File: src/rtl/link_pkg.sv
// Shared widths, grant codes, FSM state type and key payload encoding
// for the link transmit scheduler.
package link_pkg;

    localparam int KEY_W     = 5;
    localparam int PAYLOAD_W = 16;
    localparam int FRAME_W   = 49;

    localparam logic [1:0] GRANT_NONE = 2'b00;
    localparam logic [1:0] GRANT_KEY  = 2'b01;
    localparam logic [1:0] GRANT_GAME = 2'b10;

    typedef enum logic [1:0] {
        IDLE,
        START,
        WAIT_BUSY,
        WAIT_DONE
    } state_t;

    // Key vector K becomes the 16-bit payload {K, ~K, K, ~^K}.
    function automatic logic [PAYLOAD_W-1:0] encode_key(input logic [KEY_W-1:0] k);
        return {k, ~k, k, ~^k};
    endfunction

endpackage

File: src/rtl/link_frame_encoder.sv
// Combinational frame builder: payload P -> {P, ~P, P, ~^P}.
module link_frame_encoder
    import link_pkg::*;
(
    input  logic [PAYLOAD_W-1:0] payload,
    output logic [FRAME_W-1:0]   frame
);

    assign frame = {payload, ~payload, payload, ~^payload};

endmodule

File: src/rtl/link_tx_scheduler.sv
// Two-requester (key / game-state) frame scheduler feeding a serial transmitter.
// Define LINK_KEY_REPEAT_EN to resend the last key vector as a keepalive.
module link_tx_scheduler
    import link_pkg::*;
#(
    parameter int BUSY_TIMEOUT  = 8,
    parameter int REPEAT_PERIOD = 1000
) (
    input  logic        LINK_CLK,
    input  logic        RST,
    input  logic        KEY_VALID,
    input  logic [0:4]  KEY_IN,
    input  logic        GAME_VALID,
    input  logic [0:15] GAME_IN,
    input  logic        TR_READY,
    output logic        TX_START,
    output logic [0:48] TX_DATA,
    output logic [1:0]  GRANT,
    output logic [7:0]  OVERRUN_CNT
);

    localparam int BCW = $clog2(BUSY_TIMEOUT + 1);

    state_t               state, state_next;
    logic [PAYLOAD_W-1:0] key_slot, game_slot, sel_payload;
    logic [FRAME_W-1:0]   frame;
    logic                 key_pend, game_pend, rr_key_first;
    logic                 launch, grant_key, grant_game;
    logic                 busy_expired, tx_done;
    logic                 key_take, game_take, key_retry, game_retry, key_repeat;
    logic                 key_ovr, game_ovr;
    logic [8:0]           ovr_sum;
    logic [BCW-1:0]       busy_cnt;

    // Round-robin: on a tie the requester not granted last wins.
    assign grant_key    = key_pend && (!game_pend || rr_key_first);
    assign grant_game   = game_pend && !grant_key;
    assign launch       = (state == IDLE) && TR_READY && (key_pend || game_pend);
    assign busy_expired = (state == WAIT_BUSY) && TR_READY
                          && (busy_cnt == BCW'(BUSY_TIMEOUT - 1));
    assign tx_done      = (state == WAIT_DONE) && TR_READY;

    assign key_take   = launch && grant_key;
    assign game_take  = launch && grant_game;
    assign key_retry  = busy_expired && (GRANT == GRANT_KEY);
    assign game_retry = busy_expired && (GRANT == GRANT_GAME);

    // A slot captured into TX_DATA on this edge is no longer "not yet granted".
    assign key_ovr  = KEY_VALID && key_pend && !key_take;
    assign game_ovr = GAME_VALID && game_pend && !game_take;
    assign ovr_sum  = {1'b0, OVERRUN_CNT} + {8'd0, key_ovr} + {8'd0, game_ovr};

    assign sel_payload = grant_key ? key_slot : game_slot;

    link_frame_encoder u_encoder (
        .payload(sel_payload),
        .frame  (frame)
    );

    always_ff @(posedge LINK_CLK) begin
        // NOTE: sequential state uses non-blocking assignments so every register
        // samples the pre-edge values regardless of statement order.
        if (RST) state <= IDLE;
        else     state <= state_next;
    end

    always_comb begin
        // NOTE: default assignment first, so no path through the case leaves
        // state_next unassigned and no latch is inferred.
        state_next = state;
        unique case (state)
            IDLE:      if (launch) state_next = START;
            START:     state_next = WAIT_BUSY;
            WAIT_BUSY: begin
                if (!TR_READY)         state_next = WAIT_DONE;
                else if (busy_expired) state_next = IDLE;
            end
            WAIT_DONE: if (TR_READY) state_next = IDLE;
            default:   state_next = IDLE;
        endcase
    end

    always_comb begin
        TX_START = (state == START);
    end

    always_ff @(posedge LINK_CLK) begin
        if (RST || state != WAIT_BUSY) busy_cnt <= '0;
        else                           busy_cnt <= busy_cnt + 1'b1;
    end

    // Pending flag drops as the slot is captured into TX_DATA; a VALID on the same
    // edge (or any later one) re-arms it with the new contents.
    always_ff @(posedge LINK_CLK) begin
        if (RST) begin
            key_slot    <= '0;
            game_slot   <= '0;
            key_pend    <= 1'b0;
            game_pend   <= 1'b0;
            OVERRUN_CNT <= '0;
        end else begin
            if (KEY_VALID)  key_slot  <= encode_key(KEY_IN);
            if (GAME_VALID) game_slot <= GAME_IN;

            if (KEY_VALID || key_retry || key_repeat) key_pend <= 1'b1;
            else if (key_take)                        key_pend <= 1'b0;

            if (GAME_VALID || game_retry) game_pend <= 1'b1;
            else if (game_take)           game_pend <= 1'b0;

            OVERRUN_CNT <= ovr_sum[8] ? 8'hFF : ovr_sum[7:0];
        end
    end

    always_ff @(posedge LINK_CLK) begin
        if (RST) begin
            TX_DATA      <= '0;
            GRANT        <= GRANT_NONE;
            rr_key_first <= 1'b1;
        end else if (launch) begin
            TX_DATA      <= frame;
            GRANT        <= grant_key ? GRANT_KEY : GRANT_GAME;
            rr_key_first <= grant_game;
        end else if (tx_done || busy_expired) begin
            GRANT <= GRANT_NONE;
        end
    end

`ifdef LINK_KEY_REPEAT_EN
    localparam int RCW = $clog2(REPEAT_PERIOD + 1);

    logic [RCW-1:0] rep_cnt;
    logic           rep_hit;

    assign rep_hit    = (rep_cnt == RCW'(REPEAT_PERIOD - 1));
    assign key_repeat = rep_hit && !KEY_VALID && !key_take;

    always_ff @(posedge LINK_CLK) begin
        if (RST || KEY_VALID || key_take || rep_hit) rep_cnt <= '0;
        else                                         rep_cnt <= rep_cnt + 1'b1;
    end
`else
    assign key_repeat = 1'b0;
`endif

endmodule

File: config.mk
export PLATFORM = sky130hd
export DESIGN_NAME = link_tx_scheduler
export DESIGN_NICKNAME = d
export VERILOG_FILES = /design/src/rtl/link_pkg.sv /design/src/rtl/link_frame_encoder.sv /design/src/rtl/link_tx_scheduler.sv
export SDC_FILE = /design/constraint.sdc
export NUM_CORES = 1
export LEC_CHECK = 0
export CAP_MARGIN = 20
export CORE_AREA = 3 3 96 98
export CTS_CLUSTER_SIZE = 28
export DETAILED_ROUTE_END_ITERATION = 6
export DIE_AREA = 0 0 99 101
export PLACE_DENSITY_LB_ADDON = 0.3
export SLEW_MARGIN = 20
export SYNTH_ARGS = -nofsm -noshare
export SYNTH_HDL_FRONTEND = slang
export SYNTH_SLANG_ARGS = --single-unit
File: constraint.sdc
create_clock -name LINK_CLK -period 3.3 [get_ports LINK_CLK]
set_clock_uncertainty 0.2 [all_clocks]
set_input_delay 0.33 -clock LINK_CLK [delete_from_list [all_inputs] [get_ports LINK_CLK]]
set_output_delay 0.33 -clock LINK_CLK [all_outputs]
set_load 0.01 [all_outputs]
* Word-level counts from Yosys, hierarchy flattened
Index checks and enable logic that the tools add are counted.
** Word-level totals
- Flip-flop bits (word level) :: 100
- Bits of input ports :: 26
- Logic and storage cells :: 71
** Operators by class
- Add/sub/neg operators :: 3
- Equality and inequality tests :: 10
- Muxes and demuxes :: 14
- Bitwise gates (word level) :: 2
- Reductions and logical operators :: 32
** Operators with widths (number)
- 16-bit 2-to-1 mux :: 1
- 16-bit inverter :: 1
- 16-bit XNOR reduction :: 1
- 1-bit logical AND :: 15
- 2-bit 2-to-1 mux :: 7
- 8-bit by 1-bit adder with 9-bit output :: 1
- 9-bit by 1-bit adder with 9-bit output :: 1
- 8-bit 2-to-1 mux :: 1
- 2-bit case mux with 4 select lines :: 1
- 2-bit == test (second input constant) :: 3
- 1-bit logical OR :: 6
- 2-bit inequality test (second input constant) :: 3
- 2-bit nonzero test :: 3
- 5-bit inverter :: 1
- 5-bit XNOR reduction :: 1
- 4-bit by 1-bit adder with 4-bit output (second input constant) :: 1
- 2-bit by 1-bit == test with 1-bit output (second input constant) :: 2
- 4-bit by 3-bit == test with 1-bit output (second input constant) :: 1
- 1-bit logical NOT :: 4
- 1-bit 2-to-1 mux :: 4
- 3-bit inequality test (second input constant) :: 1
- 3-bit AND reduction :: 1
- 2-bit logical NOT :: 1

* Depth between registers and ports, before layout
Gate-level depths: netlist of the first run.
- Word-level depth :: 10
- Gate-level depth with buffers :: 12
- Gate-level depth less buffers :: 10

* Hierarchy
A second synthesis of the first run with hierarchy kept.
** Unflattened totals
- Cells, all modules :: 508
- Area, all modules :: 4139.0 um^2
** By module, submodules not included
- link_tx_scheduler :: instances 1, cells an instance 445, area each 3707.3 um^2, sequential area each 1901.8 um^2
- link_frame_encoder :: instances 1, cells an instance 63, area each 431.7 um^2, sequential area each 0.0 um^2

* Worst setup path after synthesis of the first run
No wires, ideal clock.
- Path kind :: register -> register
- From :: reg state[1]
- To :: reg OVERRUN_CNT[4]
- Setup time :: 128 ps
- Arrival time :: 2570 ps
- Data required time :: 2972 ps
- Slack :: 402 ps
- Cell stages (with the launch flop) :: 13
- Path buffers :: 2
- Period minus slack after synthesis :: 2898 ps
- Path through :: dfxtp_1 nor2_1 o211a_1 clkbuf_1 nand2_1 and3_1 fa_1 and3_1 and3_1 clkbuf_1 nand4_1 o21a_1 nor2_1
** On the way
- Word-level cells in the longest chain between the ends :: 9
** Ends and longest elaborated chain
- from (decl) :: line link_tx_scheduler.sv:24 : state_t state, state_next;
- from (signal assigned) :: line link_tx_scheduler.sv:64 : else state <= state_next;
- 2-bit logical NOT * :: line link_tx_scheduler.sv:38 : assign launch = (state == IDLE) && TR_READY && (key_pend || game_pend);
- 1-bit logical AND * (2 in a row) :: line link_tx_scheduler.sv:38
- 1-bit logical AND :: line link_tx_scheduler.sv:43 : assign key_take = launch && grant_key;
- 1-bit logical NOT :: line link_tx_scheduler.sv:49 : assign key_ovr = KEY_VALID && key_pend && !key_take;
- 1-bit logical AND :: line link_tx_scheduler.sv:49
- 8-bit by 1-bit adder with 9-bit output :: line link_tx_scheduler.sv:51 : assign ovr_sum = {1'b0, OVERRUN_CNT} + {8'd0, key_ovr} + {8'd0, game_ovr};
- 9-bit by 1-bit adder with 9-bit output * :: line link_tx_scheduler.sv:51
- 8-bit 2-to-1 mux * :: line link_tx_scheduler.sv:111 : OVERRUN_CNT <= ovr_sum[8] ? 8'hFF : ovr_sum[7:0];
- to (signal assigned) :: line link_tx_scheduler.sv:111
- to (decl) :: line link_tx_scheduler.sv:19 : output logic [7:0] OVERRUN_CNT
Every way passes the cells marked *; elsewhere a longest branch is shown, timed or not.
A chain may end at the register's enable or synchronous reset.

* Worst setup path after layout of the first run
- From :: reg game_pend
- To :: reg OVERRUN_CNT[4]
** On the way
- Word-level cells in the longest chain between the ends :: 10
** Ends and longest elaborated chain
- from (decl) :: line link_tx_scheduler.sv:27 : logic key_pend, game_pend, rr_key_first;
- from (signal assigned) :: line link_tx_scheduler.sv:99 : game_pend <= 1'b0;
- from (signal assigned) :: line link_tx_scheduler.sv:108 : if (GAME_VALID || game_retry) game_pend <= 1'b1;
- from (signal assigned) :: line link_tx_scheduler.sv:109 : else if (game_take) game_pend <= 1'b0;
- parallel branches: the longest is 8 deep, another holds 8-bit by 1-bit adder with 9-bit output
- 9-bit by 1-bit adder with 9-bit output * :: line link_tx_scheduler.sv:51
- 8-bit 2-to-1 mux * :: line link_tx_scheduler.sv:111
Mark *: on every way between the ends.

==> results of run 1 <==
[per-layer routing]
layer / up-vias / global-route usage (%)
met3: 14 / 4.50
met4: 0 / 7.46
li1: 1372 / -
met1: 1253 / 20.5
met5: - / 0
met2: 76 / 24.3
[cells in the final DEF, fill, tap and decap left out, types with 10 or more instances in the layout]
master | netlist | routed
a211oi_1 | 12 | 12
a21oi_1 | 29 | 29
a22oi_1 | 10 | 10
clkbuf_8 | 0 | 11
clkdlybuf4s50_1 | 0 | 84
dfxtp_1 | 79 | 79
mux2i_1 | 22 | 22
nand2_1 | 31 | 31
nand3_1 | 10 | 10
nor2_1 | 70 | 70
xnor2_1 | 25 | 25
[metrics by stage]
step	total power, uW	util, %
after floorplan	1370	-
after global placement	1550	48.6
after detailed placement	1560	48.6
after CTS	2220	50.8
after global routing	2310	50.8
final	2200	50.8
[worst register-to-register path, stage by stage (launching register included)]
cell,delay [ns]
dfxtp_1,0.39
inv_1,0.07
o21ai_1,0.15
buf_4,0.28
o21ai_0,0.16
nor2_1,0.15
fa_1,0.25
and3_1,0.25
and3_1,0.28
nand4_1,0.26
o21a_1,0.18
nor2_1,0.07
[report_power, final]
part / switching, uW / total [uW] / internal [uW]
logic: 211 / 456 / 246
clock network: 352 / 665 / 313
registers: 57.3 / 1080 / 1020
total: 620 / 2200 / 1580
[flip-flops by register name, summed over array words and instances, names as in the netlist]
name / cells
GRANT: 2
OVERRUN_CNT: 8
TX_DATA: 33
busy_cnt: 4
game_pend: 1
game_slot: 16
key_pend: 1
key_slot: 11
rr_key_first: 1
state: 2
[final cells by class]
type	count	area [um2]	share of cell area, %
sequential	79	1580	36.4
multi-input combinational	247	1520	35.0
timing repair buffer	92	901	20.7
clock buffer	11	151	3.49
tap	108	135	3.11
clock inverter	5	31.3	0.720
inverter	6	22.5	0.518
[kinds of logic after synthesis]
| logic type | count (synthesis) | share of synthesized area [%] |
|---|---|---|
| xor+xnor | 29 | 9.02 |
| mux | 22 | 6.62 |
| simple gates | 128 | 16.3 |
| compound gates | 66 | 12.8 |
| buf+inv | 43 | 6.77 |
| fa+ha+maj | 2 | 0.977 |
| flops | 79 | 47.5 |
[worst max-delay path by stage]
stage	startpoint	endpoint	slack (ns)	depth (start not counted)
floorplan	state[1]	OVERRUN_CNT[4]	0.40	12
global placement	TR_READY	OVERRUN_CNT[4]	0.31	10
detailed placement	TR_READY	OVERRUN_CNT[4]	0.24	10
CTS	game_pend	OVERRUN_CNT[4]	0.55	11
global route	game_pend	OVERRUN_CNT[4]	0.21	11
finish	game_pend	OVERRUN_CNT[4]	0.55	11
==> out/qor.yml, run 1 <==
outcome:
  outcome: "completed"
yosys:
  syn_nets: 397
  seq_area_frac_synth_pct: 47.5
  async_flop_share_pct: 0
  synth_top_area_cell: "dfxtp_1"
  ys_ff_latch: 79
  ys.flop_type: "dfxtp_1"
  synthCells: 369
  synth_cell_types: 39
  synth.top_cells.by_area: "dfxtp_1 (48%), nor2_1 (7.9%), mux2i_1 (6.6%)"
  synth-edff-count: 0
  syn_avg_cell_area_um2: 9.02
  synthTopCellsByCount: "dfxtp_1 (79), nor2_1 (70), nand2_1 (31)"
  yosys_warnings: 0
  synth_top_area_share_pct: 47.5
  synth.most_common_cell: "dfxtp_1"
  netlist_area_mm2: 0.00333
sta:
  rsz0062_at_grt: "false"
  slew_headroom_pct: 57.3
  hold_slack_ns: 0.260
  timing.setup.tns_ns: 0
  slew_viol_final: 0
  tightest_slew_ns: 0.641
  min_period_over_period_pct: 83.5
  worst_slack_ns: 0.546
  setup_viol: 0
  max_freq_ghz: 0.363
  fin_crit_ns: 2.75
  finalHoldViolations: 0
die:
  die_x_um: 99
  core-area_mm2: 0.00855
  rows: 34
  die_area_mm2: 0.0100
  die_h_um: 101
  initial_core_util_pct: 38.9
  io_pins: 86
hold_path:
  holdPathStages: 1
  hold_start: "busy_cnt[0]"
  hp-class: "reg2reg"
  whs_endpoint: "busy_cnt[0]"
drt:
  met1_length_um: 3640
  firstDrtPassIters: 4
  met2_length_um: 3580
  drtAntennaViolNets: 0
  routedWlPerCell_um: 14.2
  dr.max_layer_used: "met4"
  drt-initial-drc-count: 114
  totalWireLength_um: 7810
  vias: 2715
  wl_met3_um: 439
  drt_drc_violations_left: 0
  vias_per_cell: 4.95
grt:
  grt_usage_pct: 15.8
  grt_max_degree: 64
  grt_pass1_wl_um: 12400
  gr-total-overflow: 0
  first_global_vias: 2580
  antenna_found_initial: 0
worst_setup_path:
  crit_fanout: 20
  critPathArrivalTime_ns: 2.84
  timing.reg2reg.setup_slack_ns: 0.55
  reg2reg_to: "OVERRUN_CNT[4]"
  r2r-start: "game_pend"
  cpPeakStageDelay_ns: 0.39
  path_buf_inv: 2
  end_kind: "flip-flop"
  required_ns: 3.39
  slowest_stage: "dfxtp_1"
  path_cells: "inv_1, o21ai_1, buf_4, o21ai_0, nor2_1, fa_1, and3_1, and3_1, nand4_1, o21a_1, nor2_1"
  start_kind: "flip-flop"
  cp_top_family: "simple AND/OR/NAND/NOR gates"
  critical_path_class: "reg2reg"
  r2r_cells: 11
final_layout:
  fin_nets: 463
  n_fill_cell: 800
  diodes: 0
  stdcell_count: 548
  fin_area_mm2: 0.00434
  areaGrowthSynthToFinish_pct: 30.5
  drive_gt1_share_pct: 6.14
place:
  port_buffers: 85
  postPlaceCellArea_mm2: 0.00416
  dp.cells: 532
  place_hpwl_um: 5690
  pre_cts_ws_ns: 0.238
  globalplace.congestion: 0.797
clock_tree:
  clkLatencyLatePin_ns: 0.35
  clockRootBuffer: "clkbuf_8"
  cts_resized: 0
  cts_buffer_depth: 2
  numCtsBuffers: 9
  cts_tree: "yes"
  post_cts_buffers: 0
  cts.sinks: 79
  clk_pin_slew_worst_paths_ns: 0.08
  htree_levels: 3
  hold_buffers: 0
power_and_ir_drop:
  vdd_drop_max_mv: 0.215
  leakagePower_uw: 0.00164
  power_density_mw_per_mm2: 507
run:
  maxCapViolCount: 0
Note: power is estimated with default switching activity, not from simulation.
==> run 2, diff against run 1 <==
==> constraint.sdc (replaced) <==
create_clock -name LINK_CLK -period 2.6 [get_ports LINK_CLK]
set_clock_uncertainty 0.2 [all_clocks]
set_input_delay 0.26 -clock LINK_CLK [delete_from_list [all_inputs] [get_ports LINK_CLK]]
set_output_delay 0.26 -clock LINK_CLK [all_outputs]
set_load 0.01 [all_outputs]
==> out/qor.yml, run 2 (synthesis gave the netlist of run 1 again) <==
outcome:
  outcome: "completed"
final_layout:
  diodes: 0  # unchanged
  areaGrowthSynthToFinish_pct: 33.8
  reg_top3: "TX_DATA: 33 flops, game_slot: 16 flops, key_slot: 11 flops"
  largest_reg_flops: 33  # unchanged
  post-route-util_pct: 52.1  # +1.3 points
  drive_gt1_share_pct: 8.07  # +1.9 points
  final_common_cell: "clkdlybuf4s50_1"
  regMostFlops: "TX_DATA"
  fin_nets: 469  # +1.3%
  mostFrequentLayoutCells: "clkdlybuf4s50_1 (84), dfxtp_1 (79), nor2_1 (69), nand2_1 (31), a21oi_1 (29)"
  stdcell_count: 554  # +1.1%
drt:
  totalWireLength_um: 8010  # +2.6%
  drt-initial-drc-count: 170  # +49%
  routedWlPerCell_um: 14.5  # +1.5%
  firstDrtPassIters: 4  # unchanged
  vias: 2752  # +1.4%
  drt_drc_violations_left: 0  # unchanged
  vias_per_cell: 4.97  # +0.27%
  drtAntennaViolNets: 0  # unchanged
sta:
  rsz0062_at_grt: "false"
  fin_crit_ns: 2.40  # -0.356 ns
  slew_viol_final: 0  # unchanged
  worst_slack_ns: 0.202  # -0.344 ns
  finalHoldViolations: 0  # unchanged
  tightest_slew_ns: 0.580  # -0.0613 ns
  max_freq_ghz: 0.417  # +15%
  slew_headroom_pct: 61.4  # +4.1 points
  timing.setup.tns_ns: 0  # unchanged
  min_period_over_period_pct: 92.2  # +8.8 points
  setup_viol: 0  # unchanged
die:
  rows: 34  # unchanged
  initial_core_util_pct: 38.9  # unchanged
  die_area_mm2: 0.0100  # unchanged
  io_pins: 86  # unchanged
  die_h_um: 101  # unchanged
  core-area_mm2: 0.00855  # unchanged
  die_x_um: 99  # unchanged
clock_tree:
  clkLatencyLatePin_ns: 0.35  # about the same
  cts.sinks: 79  # unchanged
  post_cts_buffers: 0  # unchanged
  htree_levels: 3  # unchanged
  cts_buffer_depth: 2  # unchanged
  cts_tree: "yes"
  clockRootBuffer: "clkbuf_8"
  numCtsBuffers: 9  # unchanged
  hold_buffers: 0  # unchanged
  clk_pin_slew_worst_paths_ns: 0.08  # about the same
place:
  globalplace.congestion: 0.747  # -6.3%
  place_hpwl_um: 6000  # +5.4%
  port_buffers: 85  # unchanged
  pre_cts_ws_ns: -0.132  # -0.370 ns
  dp.cells: 538  # +1.1%
worst_setup_path:
  end_kind: "flip-flop"
  slowest_stage: "fa_2"
  crit_fanout: 5  # -75%
  cpPeakStageDelay_ns: 0.39  # about the same
  start_kind: "flip-flop"
  cp_top_family: "simple AND/OR/NAND/NOR gates"
  critPathArrivalTime_ns: 2.47  # -0.37 ns
  path_cells: "nor2_2, o211ai_1, o21ai_1, nor2_1, fa_2, and3_4, and3_1, buf_4, nand3_1, nor2_1, nor3_1"
  required_ns: 2.67  # -0.72 ns
  path_common_cell: "nor2_1"
  path_buf_inv: 1  # -1
  critical_path_class: "reg2reg"
grt:
  first_global_vias: 2628  # +1.9%
  grt_usage_pct: 16.6  # +0.82 points
  grt_max_degree: 33  # -48%
  antenna_found_initial: 0  # unchanged
  gr-total-overflow: 0  # unchanged
  grt_pass1_wl_um: 13000  # +5.0%
power_and_ir_drop:
  vdd_drop_max_mv: 0.280  # +30%
  leakagePower_uw: 0.00169  # +3.1%
  power_uw: 3040  # +38%
  power_density_mw_per_mm2: 682  # +35%
run:
  maxCapViolCount: 0  # unchanged
hold_path:
  hp-class: "in2reg"
[run 2: area by class of cell]
| cell class | instances | area (um2) |
|---|---|---|
| sequential | 79 | 1580 |
| fill | 775 | 4100 |
| clock inverter | 6 | 109 |
| inverter | 6 | 22.5 |
| clock buffer | 10 | 128 |
| timing repair buffer | 98 | 943 |
| multi-input combinational | 247 | 1540 |
| tap | 108 | 135 |
[run 2: power by group]
part	switching, uW	internal (uW)	total (uW)
logic	270	316	587
registers	75.9	1300	1370
clock network	442	637	1080
[run 2: metrics by stage]
step	hold WS, ns	instance area, um2
CTS	0.172	4450
global placement	0.233	4210
floorplan	0.159	3350
finish	0.201	4450
detailed placement	0.253	4210
global route	0.212	4450
[run 2: final timing paths]
kind | startpoint | depth (start not counted) | slack, ns | endpoint
max | state[0] | 11 | 0.20 | OVERRUN_CNT[6]
min reg2reg | TX_DATA[25] | 2 | 0.26 | TX_DATA[25]
max reg2reg | state[0] | 11 | 0.20 | OVERRUN_CNT[6]
min | RST | 2 | 0.20 | game_slot[7]
[run 2: worst reg2reg max path: cells and delay by family (launching register included)]
family	cells	cell delay, ns
buf+inv	1	0.15
simple gates	7	0.88
compound gates	2	0.36
fa+ha+maj	1	0.39
flops	1	0.35
[run 2: what timing repair did]
action / CTS / global route
endpoints found under the setup margin: 0 / 7
resized for setup: 0 / 2
hold endpoints to repair: 0 / 0
[run 2: layer usage]
| metal | vias to the layer above | share of wire (%) | track usage [%] | wire length (um) |
|---|---|---|---|---|
| met2 | 99 | 46 | 25.5 | 3690 |
| met1 | 1265 | 45 | 22.5 | 3640 |
| li1 | 1382 | - | - | - |
| met4 | 0 | 1.0 | 5.25 | 83 |
| met3 | 6 | 7.4 | 5.05 | 590 |
| met5 | - | 0 | 0 | 0 |
